## src/rtl/kitchen_timer_n.sv

```systemverilog
// Countdown kitchen timer: N BCD digits with optional mm:ss moduli, tick prescaler,
// run/pause/alarm control, preset recall and a timed blinking alarm.
module kitchen_timer_n #(
  parameter int unsigned DIGITS      = 4,
  parameter int unsigned TICK_DIV    = 50000000,
  parameter int unsigned MMSS        = 1,
  parameter int unsigned ALARM_TICKS = 10
) (
  input  logic                  clk,
  input  logic                  reset,
  input  logic                  start_stop,
  input  logic                  clear,
  input  logic [DIGITS-1:0]     inc,
  output logic [4*DIGITS-1:0]   count,
  output logic                  running,
  output logic                  alarm,
  output logic                  blink,
  output logic                  zero
);

  localparam int unsigned CW = 4 * DIGITS;
  localparam int unsigned PW = $clog2(TICK_DIV);
  localparam int unsigned AW = $clog2(ALARM_TICKS + 1);

  localparam logic [1:0] ST_IDLE  = 2'd0;
  localparam logic [1:0] ST_RUN   = 2'd1;
  localparam logic [1:0] ST_PAUSE = 2'd2;
  localparam logic [1:0] ST_ALARM = 2'd3;

  logic [1:0]    r_state;
  logic [CW-1:0] r_count;
  logic [CW-1:0] r_preset;
  logic [PW-1:0] r_presc;
  logic [AW-1:0] r_acnt;
  logic          r_blink;
  logic          r_running;
  logic          r_alarm;
  logic          r_zero;

  logic [1:0]    w_state_nxt;
  logic [CW-1:0] w_count_nxt;
  logic [CW-1:0] w_preset_nxt;
  logic [PW-1:0] w_presc_nxt;
  logic [AW-1:0] w_acnt_nxt;
  logic          w_blink_nxt;
  logic          w_tick;
  logic          w_count_nz;
  logic          w_count_one;
  logic [CW-1:0] w_dec;
  logic [CW-1:0] w_incd;

  // Highest value a digit may hold: tens-of-seconds/minutes digits stop at 5 in mm:ss mode.
  function automatic logic [3:0] f_max(input int idx);
    if ((MMSS == 1) && ((idx % 2) == 1)) return 4'd5;
    else                                 return 4'd9;
  endfunction

  assign w_tick      = (r_presc == PW'(TICK_DIV - 1));
  assign w_count_nz  = |r_count;
  assign w_count_one = (r_count == CW'(1));

  // Decrement with borrow rippling up from digit 0.
  always_comb begin : dec_chain
    logic v_borrow;
    v_borrow = 1'b1;
    w_dec    = r_count;
    for (int i = 0; i < int'(DIGITS); i++) begin
      if (v_borrow) begin
        if (r_count[4*i +: 4] == 4'd0) begin
          w_dec[4*i +: 4] = f_max(i);
        end else begin
          w_dec[4*i +: 4] = r_count[4*i +: 4] - 4'd1;
          v_borrow        = 1'b0;
        end
      end
    end
  end

  // Independent per-digit increment, wrapping without carry.
  always_comb begin : inc_digits
    w_incd = r_count;
    for (int i = 0; i < int'(DIGITS); i++) begin
      if (inc[i]) begin
        if (r_count[4*i +: 4] >= f_max(i)) w_incd[4*i +: 4] = 4'd0;
        else                               w_incd[4*i +: 4] = r_count[4*i +: 4] + 4'd1;
      end
    end
  end

  // Next-state logic; priority clear > start_stop > tick > inc.
  always_comb begin : next_state
    w_state_nxt  = r_state;
    w_count_nxt  = r_count;
    w_preset_nxt = r_preset;
    w_acnt_nxt   = r_acnt;
    w_blink_nxt  = r_blink;
    w_presc_nxt  = w_tick ? '0 : r_presc + PW'(1);

    if (clear) begin
      w_state_nxt  = ST_IDLE;
      w_count_nxt  = '0;
      w_preset_nxt = '0;
      w_acnt_nxt   = '0;
      w_blink_nxt  = 1'b0;
    end else begin
      case (r_state)
        ST_IDLE: begin
          if (start_stop) begin
            if (w_count_nz) begin
              w_state_nxt  = ST_RUN;
              w_preset_nxt = r_count;
              w_presc_nxt  = '0;
            end
          end else begin
            w_count_nxt = w_incd;
          end
        end
        ST_RUN: begin
          if (start_stop) begin
            w_state_nxt = ST_PAUSE;
          end else if (w_tick) begin
            if (w_count_one) begin
              w_state_nxt = ST_ALARM;
              w_count_nxt = '0;
              w_acnt_nxt  = '0;
              w_blink_nxt = 1'b1;
            end else begin
              w_count_nxt = w_dec;
            end
          end
        end
        ST_PAUSE: begin
          if (start_stop) begin
            if (w_count_nz) begin
              w_state_nxt = ST_RUN;
              w_presc_nxt = '0;
            end
          end else begin
            w_count_nxt = w_incd;
          end
        end
        ST_ALARM: begin
          if (start_stop) begin
            w_state_nxt = ST_IDLE;
            w_count_nxt = r_preset;
            w_acnt_nxt  = '0;
            w_blink_nxt = 1'b0;
          end else if (w_tick) begin
            if (r_acnt == AW'(ALARM_TICKS - 1)) begin
              w_state_nxt = ST_IDLE;
              w_count_nxt = r_preset;
              w_acnt_nxt  = '0;
              w_blink_nxt = 1'b0;
            end else begin
              w_acnt_nxt  = r_acnt + AW'(1);
              w_blink_nxt = ~r_blink;
            end
          end
        end
        default: begin
          w_state_nxt = ST_IDLE;
        end
      endcase
    end
  end

  // Status flags are registered from the next-state values so they align with the state.
  always_ff @(posedge clk) begin
    if (reset) begin
      r_state   <= ST_IDLE;
      r_count   <= '0;
      r_preset  <= '0;
      r_presc   <= '0;
      r_acnt    <= '0;
      r_blink   <= 1'b0;
      r_running <= 1'b0;
      r_alarm   <= 1'b0;
      r_zero    <= 1'b1;
    end else begin
      r_state   <= w_state_nxt;
      r_count   <= w_count_nxt;
      r_preset  <= w_preset_nxt;
      r_presc   <= w_presc_nxt;
      r_acnt    <= w_acnt_nxt;
      r_blink   <= w_blink_nxt;
      r_running <= (w_state_nxt == ST_RUN);
      r_alarm   <= (w_state_nxt == ST_ALARM);
      r_zero    <= ~|w_count_nxt;
    end
  end

  assign count   = r_count;
  assign running = r_running;
  assign alarm   = r_alarm;
  assign blink   = r_blink;
  assign zero    = r_zero;

endmodule

```

## config.mk

```make
export PLATFORM = sky130hd
export DESIGN_NAME = kitchen_timer_n
export DESIGN_NICKNAME = d
export VERILOG_FILES = /design/src/rtl/kitchen_timer_n.sv
export SDC_FILE = /design/constraint.sdc
export NUM_CORES = 1
export LEC_CHECK = 0
export ABC_CLOCK_PERIOD_IN_PS = 5620
export CAP_MARGIN = 20
export CELL_PAD_IN_SITES_DETAIL_PLACEMENT = 2
export CELL_PAD_IN_SITES_GLOBAL_PLACEMENT = 2
export CORE_MARGIN = 8
export CORE_UTILIZATION = 39
export DETAILED_ROUTE_END_ITERATION = 6
export PLACE_DENSITY_LB_ADDON = 0.1
export SETUP_SLACK_MARGIN = 0.02
export SKIP_CTS_REPAIR_TIMING = 1
export SKIP_LAST_GASP = 1
export SLEW_MARGIN = 20
export SYNTH_ARGS = -nofsm -noshare
export SYNTH_HDL_FRONTEND = slang
export SYNTH_SLANG_ARGS = --single-unit
```

## constraint.sdc

```tcl
create_clock -name clk -period 5.62 [get_ports clk]
set_input_delay 1.124 -clock clk [delete_from_list [all_inputs] [get_ports clk]]
set_output_delay 1.124 -clock clk [all_outputs]
set_load 0.02 [all_outputs]
```

==> results of run 1 <==
[through the flow]
step,util,worst slack [ns],cells
global placement,0.427,1.61,661
global route,0.444,1.59,676
finish,0.444,1.78,676
floorplan,-,2.76,524
CTS,0.444,1.81,676
detailed placement,0.427,1.46,661
[report_power, final]
part	internal [mW]	leakage (nW)	switching, mW
sequential	0.491	0.549	0.0177
combinational	0.0746	1.10	0.122
clock	0.215	0.0935	0.187
[routing by layer]
layer | vias to the layer above | track usage
li1 | 1907 | -
met1 | 2024 | 0.243
met2 | 78 | 0.368
met3 | 30 | 0.0386
met4 | 0 | 0.0827
met5 | - | 0
[area by class of cell]
class,instances,area share
inverter,17,0.0133
tap,140,0.0365
clock inverter,2,0.00731
clock buffer,13,0.0311
multi-input combinational,407,0.568
sequential,68,0.284
timing repair buffer,29,0.0595
[kinds of logic (layout without fill, tap and decap cells)]
group                    after synthesis  in the layout
AND/OR/NAND/NOR                      232            232
AO/OA/AOI/OAI                        109            109
flip-flops                            68             68
buffers and inverters                 49             61
XOR/XNOR                              25             25
multiplexers                          25             25
adder cells (fa/ha/maj)               16             16
[worst register-to-register path, stage by stage (launching register included)]
cell,delay (ns)
dfxtp_1,0.42
inv_1,0.15
ha_1,0.22
nor3b_2,0.61
nand4_1,0.57
o2111ai_1,0.27
a311oi_1,0.16
a2111oi_1,0.45
nand4_1,0.14
o31ai_1,0.25
[final timing paths]
kind / startpoint / endpoint / slack [ns] / cells after the start
worst max-delay path: start_stop / zero$_SDFF_PP1_ / 1.78 / 7
worst min-delay path: r_presc[0]$_SDFF_PP0_ / r_presc[0]$_SDFF_PP0_ / 0.47 / 1
worst max register to register: count[4]$_SDFF_PP0_ / zero$_SDFF_PP1_ / 2.29 / 9
worst min register to register: r_presc[0]$_SDFF_PP0_ / r_presc[0]$_SDFF_PP0_ / 0.47 / 1
[flip-flops by register name, indices dropped and copies added (netlist names)]
name	flops
r_preset	16
zero	1
blink	1
r_acnt	4
r_state	2
r_presc	26
count	16
running	1
alarm	1
[layout by cell type (no fill, tap or decap), types with 3 or more instances in the layout]
cell type	Yosys	routed
nor3_1	16	16
a211oi_1	10	10
o21bai_1	3	3
xnor2_1	6	6
a41oi_1	3	3
clkbuf_8	0	10
and2_1	9	9
a221oi_1	6	6
o221ai_1	4	4
a21oi_1	24	24
or3_1	6	6
or3b_2	3	3
ha_1	16	16
nor2_1	89	89
clkdlybuf4s50_1	0	27
xor2_1	19	19
nor3b_1	3	3
o211ai_1	3	3
nand3_1	21	21
mux2i_1	20	20
and3_1	9	9
o21ai_0	21	21
clkbuf_1	22	3
a311oi_1	4	4
and4_1	3	3
inv_1	17	17
a21o_1	4	4
nor4_1	5	5
nand4_1	10	10
dfxtp_1	68	68
o31ai_1	3	3
nand2_1	23	23
nand2b_1	7	7
a31oi_1	6	6
nor2b_1	6	6
mux2_2	3	3
==> summary.txt, run 1 <==
Synthesis
  – Yosys reg bits: 68
  – Synth async-reset ratio: 0
  – Simple-gate share of the synthesized area: 0.298
  – Post-synth EDFFs: 0
  – Distinct cells, synth: 68
  – Yosys top cell area share: 0.317
  – Mapped Area: roughly 0.0043 mm²
  – Main synth FF type: dfxtp_1
  – Synth Net Count: roughly 550
  – Largest family of logic cells by synthesized area: simple AND/OR/NAND/NOR gates
  – Synth Area in Compound Gates: 0.178
  – Cell count after synthesis: between 500 and 600
  – Mux contribution to synthesized area: 0.0597
  – Syn. warnings: 0
  – Post-synthesis adder-cell area fraction: 0.0466
  – Xor and xnor area share after synthesis: 0.0509
  – Avg Cell Area, Syn: ~8.2 µm²
  – Most common cell in the netlist: nor2_1
  – Synth cell count leaders: nor2_1 (89), dfxtp_1 (68), a21oi_1 (24), nand2_1 (23), clkbuf_1 (22)
  – Seq/Total Area, Yosys: 0.317
  – Leading post-synthesis cells by cell area: dfxtp_1 (32%), nor2_1 (7.8%), ha_1 (4.7%), mux2i_1 (4.7%), xor2_1 (3.9%)
  – Post-synth top area cell: dfxtp_1

Worst setup path
  – Critical path class: primary input to flip-flop
  – Cell Chain, Critical Path: clkdlybuf4s50_1, a21oi_2, mux2i_1, a211oi_1, a2111oi_1, nand4_1, o31ai_1
  – Worst path top cell family by delay: compound AO/OA/AOI/OAI gates
  – Buf/Inv on CP: 1
  – CP max stage cell: a21oi_2
  – Arr. time, crit path: between 4 and 5 ns
  – Max stage delay on crit path: 0.86 ns
  – WP data required: 5.90 ns
  – Element type at the critical path end: flip-flop
  – Critical Path Start Type: primary input
  – Worst-path fanout max: 17

Power
  – PwrDens: 231 mW/mm²
  – Lkg Pwr: approximately 1.7 nW
  – Worst IR Drop VDD: approximately 0.12 mV
  – Pwr Total: between 1 and 1.5 mW

Outcome
  – Outcome: finished, final reports clean

Place
  – Hpwl dp: ~11000 µm
  – Placed Area: between 0.004 and 0.005 mm²
  – Final Wtd Congestion: 0.846
  – I/O Buffers: 27

Die
  – Site Rows: 38
  – Height of the die: ~120 µm
  – Die width: roughly 120 µm
  – Core ar.: approximately 0.011 mm²
  – Die area: roughly 0.015 mm²
  – Ports: 28
  – Starting density of the core: 0.398

Clocking
  – CTS tree: yes
  – Clk_lat worst skew: about 0.36 ns
  – Clock sinks: around 70
  – Clock transition at the registers of the reported paths: approximately 0.080 ns
  – Cts bufs inserted: 9
  – Max Root-Sink Buffers: 2
  – H-tree depth: 3
  – Clock root buffer: clkbuf_8

Timing
  – Setup TNS: 0 ns
  – Final Hold Fails: 0
  – Setup-failing EPs final: 0
  – Max-slew violations: 0
  – Max Clk Rate: around 260 MHz
  – Tmin final: roughly 3.8 ns
  – Clock Skew: ~0.008 ns
  – Relative slew margins: 0.375
  – Worst-margin pin slew: around 0.93 ns
  – Final period utilization: 0.683
  – Unrepaired setup endpoints after global routing: false
  – Hold slack: 0.474 ns

Global route
  – Initial antenna violation count: 0
  – Vias in the first global route: between 4000 and 5000
  – First-pass GRT wire length: roughly 24000 µm
  – Total GRT Usage: 0.208
  – Largest net degree at the start of global routing: 29
  – GRT overflow: 0

Routing
  – Via density: approximately 6.0
  – Router iterations before antenna repair: 4
  – Wire length on met3: about 650 µm
  – Top Metal Used: met4
  – WL per Instance: roughly 22 µm
  – Antenna-violating nets left: 0
  – Vias: between 4000 and 5000
  – Routed met2 length: approximately 7600 µm
  – Final wirelength: between 15000 and 20000 µm
  – M1 WL: 6540 µm
  – Number of DRC markers in iteration 0: roughly 250
  – DRC Markers: 0

Finish
  – Reg area: between 0.001 and 0.0015 mm²
  – Layout Area Growth over Synthesis: 11.5%
  – NumNets Final: 556
  – Total of fill cells in the finished design: 1213
  – Share of cells above drive strength 1: 0.0746
  – # diodes: 0
  – Area of the multi-input gates: 0.00272 mm²
  – Finished Cell Area: roughly 0.0048 mm²

Job
  – Max-cap violations: 0

Worst hold path
  – HP Class: flip-flop to flip-flop
Power figures use the tool's default switching activity.
==> run 2, diff against run 1 <==
--- a/config.mk
+++ b/config.mk
@@ -5,12 +5,12 @@
 export SDC_FILE = /design/constraint.sdc
 export NUM_CORES = 1
 export LEC_CHECK = 0
-export ABC_CLOCK_PERIOD_IN_PS = 5620
+export ABC_CLOCK_PERIOD_IN_PS = 3500
 export CAP_MARGIN = 20
 export CELL_PAD_IN_SITES_DETAIL_PLACEMENT = 2
 export CELL_PAD_IN_SITES_GLOBAL_PLACEMENT = 2
 export CORE_MARGIN = 8
-export CORE_UTILIZATION = 39
+export CORE_UTILIZATION = 33
 export DETAILED_ROUTE_END_ITERATION = 6
 export PLACE_DENSITY_LB_ADDON = 0.1
 export SETUP_SLACK_MARGIN = 0.02
==> constraint.sdc (replaced) <==
create_clock -name clk -period 3.5 [get_ports clk]
set_input_delay 0.7 -clock clk [delete_from_list [all_inputs] [get_ports clk]]
set_output_delay 0.7 -clock clk [all_outputs]
set_load 0.02 [all_outputs]
==> run 2 against run 1 <==
Against the previous run:
- via count grew 1.9%
- utilization fell by 4.1 points
- clock skew down 0.00055 ns
- largest power group is now the clock network
==> summary.txt, run 2 (synthesis gave the netlist of run 1 again) <==
Outcome
  – Outcome: finished, final reports clean

Finish
  – Share of cells above drive strength 1: 0.105
  – Top reg by flops: r_presc
  – Reg area: 0.00136 mm²
  – Commonest non-fill, non-tap cell in the layout: nor2_1
  – # diodes: 0
  – Final Non-Filler Cells: 724
  – NumNets Final: roughly 570
  – Total of fill cells in the finished design: ~1500
  – Max reg flops: 26
  – Most frequent cells in the layout: nor2_1 (89), dfxtp_1 (68), clkdlybuf4s50_1 (27)
  – Area of the multi-input gates: between 0.002 and 0.003 mm²
  – Layout Area Growth over Synthesis: 18.9%

Clocking
  – Clock sinks: between 60 and 70
  – H-tree depth: 3
  – Clk_lat worst skew: roughly 0.34 ns
  – CTS tree: yes
  – Clock root buffer: clkbuf_16
  – Clock transition at the registers of the reported paths: approximately 0.06 ns
  – Cts bufs inserted: 9
  – Max Root-Sink Buffers: 2

Die
  – Ports: 28
  – Starting density of the core: 0.339
  – Height of the die: 130 µm
  – Die width: 130 µm
  – Site Rows: 41
  – Die area: 0.0169 mm²
  – Core ar.: about 0.013 mm²

Timing
  – Max-slew violations: 0
  – Final period utilization: 0.912
  – Clock Skew: roughly 0.0077 ns
  – Max Clk Rate: around 310 MHz
  – Setup TNS: 0 ns
  – Tmin final: 3.19 ns
  – Relative slew margins: 0.396
  – Worst-margin pin slew: between 0.9 and 1 ns
  – Final Hold Fails: 0
  – Setup-failing EPs final: 0
  – Unrepaired setup endpoints after global routing: false
  – Hold slack: between 0.4 and 0.5 ns

Power
  – Lkg Pwr: ~1.9 nW
  – Worst IR Drop VDD: about 0.18 mV
  – PwrDens: around 430 mW/mm²

Global route
  – Grt peak-use layer: met2
  – Total GRT Usage: 0.191
  – Met2 Usage GRT: 0.339
  – Largest net degree at the start of global routing: 27
  – First-pass GRT wire length: ~25000 µm
  – GRT overflow: 0
  – Initial antenna violation count: 0
  – Vias in the first global route: 4542
  – Met3 usage: 0.0277
  – Met1 GRT Util: 0.221

Routing
  – Via density: roughly 5.7
  – WL per Instance: about 21 µm
  – Vias: just over 4000
  – Number of DRC markers in iteration 0: 200
  – Router iterations before antenna repair: 4
  – Antenna-violating nets left: 0
  – Final wirelength: roughly 16000 µm
  – DRC Markers: 0

Worst setup path
  – Critical Path Start Type: flip-flop
  – Worst-path fanout max: 11
  – Element type at the critical path end: flip-flop
  – Critical path class: flip-flop to flip-flop
  – WP data required: between 3 and 4 ns
  – Arr. time, crit path: about 3.4 ns

Place
  – Final Wtd Congestion: around 0.88
  – DP Cell Count: around 710
  – I/O Buffers: 27
  – Hpwl dp: 11200 µm

Worst hold path
  – HP Class: flip-flop to flip-flop

Job
  – Max-cap violations: 0
==> run 2: path summary, 6_finish.rpt <==
path / slack [ns] / endpoint / cells past startpoint / start
max: 0.31 / zero$_SDFF_PP1_ / 9 / count[4]$_SDFF_PP0_
min: 0.49 / r_presc[0]$_SDFF_PP0_ / 1 / r_presc[0]$_SDFF_PP0_
max reg2reg: 0.31 / zero$_SDFF_PP1_ / 9 / count[4]$_SDFF_PP0_
min reg2reg: 0.49 / r_presc[0]$_SDFF_PP0_ / 1 / r_presc[0]$_SDFF_PP0_
==> run 2: layer usage <==
layer	routed length (µm)	vias up
met5	0	-
met4	487	0
met1	6730	2062
li1	-	1945
met3	442	32
met2	7850	75
==> run 2: area by class of cell <==
cell class              count  area share
multi-input cells         407       0.534
flip-flops and latches     68       0.266
repair buffers             44      0.0779
clock buffers              10      0.0448
well taps                 172      0.0421
clock inverters             6      0.0220
inverters                  17      0.0125
==> run 2: critical path, cell delays in order, from the launching register on <==
cell,delay (ns)
dfxtp_1,0.43
inv_1,0.17
ha_1,0.25
nor3b_2,0.46
nand4_1,0.52
a21oi_1,0.27
o21ai_0,0.18
a2111oi_1,0.42
nand4_1,0.14
o31ai_1,0.27
==> run 2: per-stage QoR <==
stage / utilization / total power [mW] / instance area [µm²] / setup WS, ns
global placement: 0.376 / 1.16 / 4770 / 0.269
floorplan: - / 1.04 / 4300 / 0.644
global route: 0.403 / 2.30 / 5110 / 0.150
detailed placement: 0.376 / 1.16 / 4770 / 0.236
CTS: 0.403 / 2.25 / 5110 / 0.407
finish: 0.403 / 2.22 / 5110 / 0.309
==> run 2: power breakdown <==
| group | switching [mW] | leakage, nW | internal (mW) |
|---|---|---|---|
| Sequential | 0.0275 | 0.549 | 0.790 |
| Clock | 0.374 | 0.167 | 0.698 |
| Combinational | 0.200 | 1.17 | 0.132 |
| Total | 0.601 | 1.88 | 1.62 |
==> run 3, diff against run 2 <==
--- a/config.mk
+++ b/config.mk
@@ -5,12 +5,12 @@
 export SDC_FILE = /design/constraint.sdc
 export NUM_CORES = 1
 export LEC_CHECK = 0
-export ABC_CLOCK_PERIOD_IN_PS = 3500
+export ABC_CLOCK_PERIOD_IN_PS = 3900
 export CAP_MARGIN = 20
 export CELL_PAD_IN_SITES_DETAIL_PLACEMENT = 2
 export CELL_PAD_IN_SITES_GLOBAL_PLACEMENT = 2
 export CORE_MARGIN = 8
-export CORE_UTILIZATION = 33
+export CORE_UTILIZATION = 39
 export DETAILED_ROUTE_END_ITERATION = 6
 export PLACE_DENSITY_LB_ADDON = 0.1
 export SETUP_SLACK_MARGIN = 0.02
==> constraint.sdc (replaced) <==
create_clock -name clk -period 3.9 [get_ports clk]
set_input_delay 0.78 -clock clk [delete_from_list [all_inputs] [get_ports clk]]
set_output_delay 0.78 -clock clk [all_outputs]
set_load 0.02 [all_outputs]
==> run 3 against run 2 <==
Against the previous run:
- worst setup slack improved by 0.31 ns
- clock power fell by 45%
- first-iteration DRC count fell by 16%
- flip-flop and latch count did not move
- largest cell class unchanged
- via count fell by 2.0%
- highest routed layer unchanged
- hold slack got worse by 0.027 ns
- total power fell by 27%
- routed wire length fell by 4.2%
- sequential share of layout area rose by 1.4 points
- combinational power fell by 13%
- critical path type unchanged
- utilization rose by 4.7 points
==> summary.txt, run 3 (synthesis gave the netlist of run 1 again) <==
Finish
  – Reg area: 0.00136 mm²
  – Share of cells above drive strength 1: 0.0902
  – # diodes: 0
  – Finished Cell Area: just under 0.005 mm²
  – Max reg flops: 26
  – Layout Area Growth over Synthesis: 13.1%
  – NumNets Final: around 560
  – Area of the multi-input gates: roughly 0.0027 mm²
  – Top reg by flops: r_presc
  – Commonest non-fill, non-tap cell in the layout: nor2_1
  – Total of fill cells in the finished design: about 1200
  – Most frequent cells in the layout: nor2_1 (89), dfxtp_1 (68), clkdlybuf4s50_1 (27)

Timing
  – Final worst slack: 0.617 ns
  – Setup-failing EPs final: 0
  – Final period utilization: 0.842
  – Max Clk Rate: 305 MHz
  – Setup TNS: 0 ns
  – Max-slew violations: 0
  – Hold slack: roughly 0.46 ns
  – Worst-margin pin slew: approximately 0.89 ns
  – Final Hold Fails: 0
  – Unrepaired setup endpoints after global routing: false
  – Clock Skew: between 0.01 and 0.015 ns
  – Tmin final: 3.28 ns
  – Relative slew margins: 0.405

Power
  – Worst IR Drop VDD: ~0.16 mV
  – PwrDens: ~330 mW/mm²
  – Lkg Pwr: between 1.5 and 2 nW

Die
  – Height of the die: between 100 and 150 µm
  – Ports: 28
  – Starting density of the core: 0.398
  – Die width: ~120 µm
  – Site Rows: 38
  – Die area: about 0.015 mm²
  – Core ar.: roughly 0.011 mm²

Clocking
  – Clock transition at the registers of the reported paths: 0.08 ns
  – H-tree depth: 3
  – Cts bufs inserted: 9
  – Clk_lat worst skew: between 0.3 and 0.4 ns
  – CTS tree: yes
  – Clock root buffer: clkbuf_8
  – Clock sinks: slightly below 70
  – Max Root-Sink Buffers: 2

Worst setup path
  – Critical path class: flip-flop to flip-flop
  – Element type at the critical path end: flip-flop
  – CP max stage cell: nor3b_2
  – Critical Path Start Type: flip-flop
  – Worst-path fanout max: 10
  – WP data required: roughly 4.2 ns
  – Arr. time, crit path: 3.56 ns
  – Cell Chain, Critical Path: inv_1, ha_1, nor3b_2, and2_1, a21oi_1, o31a_1, o221ai_1, and3_1, nand4_1, o31ai_1
  – Max stage delay on crit path: between 0.5 and 0.6 ns

Place
  – Worst slack, placed: 0.368 ns
  – Placed Area: about 0.0047 mm²
  – Final Wtd Congestion: around 0.85
  – Hpwl dp: between 10000 and 15000 µm
  – I/O Buffers: 27

Routing
  – Antenna-violating nets left: 0
  – Number of DRC markers in iteration 0: 169
  – Vias: around 4000
  – WL per Instance: 21.8 µm
  – DRC Markers: 0
  – Router iterations before antenna repair: 4
  – Final wirelength: 14900 µm
  – Via density: 5.90

Global route
  – Initial antenna violation count: 0
  – Met2 Usage GRT: 0.377
  – Met3 usage: 0.0344
  – Total GRT Usage: 0.209
  – Grt peak-use layer: met2
  – GRT overflow: 0
  – Vias in the first global route: 4531
  – Largest net degree at the start of global routing: 27
  – Met1 GRT Util: 0.240
  – First-pass GRT wire length: between 20000 and 25000 µm

Job
  – Max-cap violations: 0

Worst hold path
  – HP Class: flip-flop to flip-flop

Outcome
  – Outcome: finished, final reports clean
[run 3: final cells by class]
cell class / count / share of cell area
Timing Repair Buffer: 37 / 0.0711
Clock inverter: 2 / 0.00721
Sequential cell: 68 / 0.280
Tap cell: 140 / 0.0360
Inverter: 17 / 0.0131
Clock buffer: 12 / 0.0319
Multi-Input combinational cell: 407 / 0.561
[run 3: critical path: cells and delay by family (launching register included)]
family / cells / cell delay (ns)
adder cells (fa/ha/maj): 1 / 0.45
AO/OA/AOI/OAI: 4 / 0.89
flip-flops: 1 / 0.44
buffers and inverters: 1 / 0.20
AND/OR/NAND/NOR: 4 / 1.24
[run 3: path summary, 6_finish.rpt]
check / from / endpoint / slack (ns) / depth (start not counted)
setup / recovery: count[0]$_SDFF_PP0_ / zero$_SDFF_PP1_ / 0.62 / 10
hold reg to reg: r_presc[0]$_SDFF_PP0_ / r_presc[0]$_SDFF_PP0_ / 0.46 / 1
hold / removal: r_presc[0]$_SDFF_PP0_ / r_presc[0]$_SDFF_PP0_ / 0.46 / 1
setup reg to reg: count[0]$_SDFF_PP0_ / zero$_SDFF_PP1_ / 0.62 / 10
[run 3: routing by layer]
| metal | vias up | wire, µm |
|---|---|---|
| met1 | 2025 | 6350 |
| met4 | 0 | 343 |
| met2 | 64 | 7690 |
| li1 | 1918 | - |
| met3 | 25 | 482 |
| met5 | - | 0 |
[run 3: metrics by stage]
step / cells / total power [mW] / utilization
2_1_floorplan: 524 / 0.937 / -
3_3_place_gp: 669 / 1.03 / 0.433
3_5_place_dp: 669 / 1.04 / 0.433
4_1_cts: 683 / 1.63 / 0.450
5_1_grt: 683 / 1.68 / 0.450
6_report: 683 / 1.62 / 0.450
[run 3: power by group]
part | total, mW | internal (mW) | switching, mW
registers | 0.735 | 0.708 | 0.0268
logic | 0.289 | 0.113 | 0.176
clock network | 0.591 | 0.323 | 0.269
total | 1.62 | 1.14 | 0.472
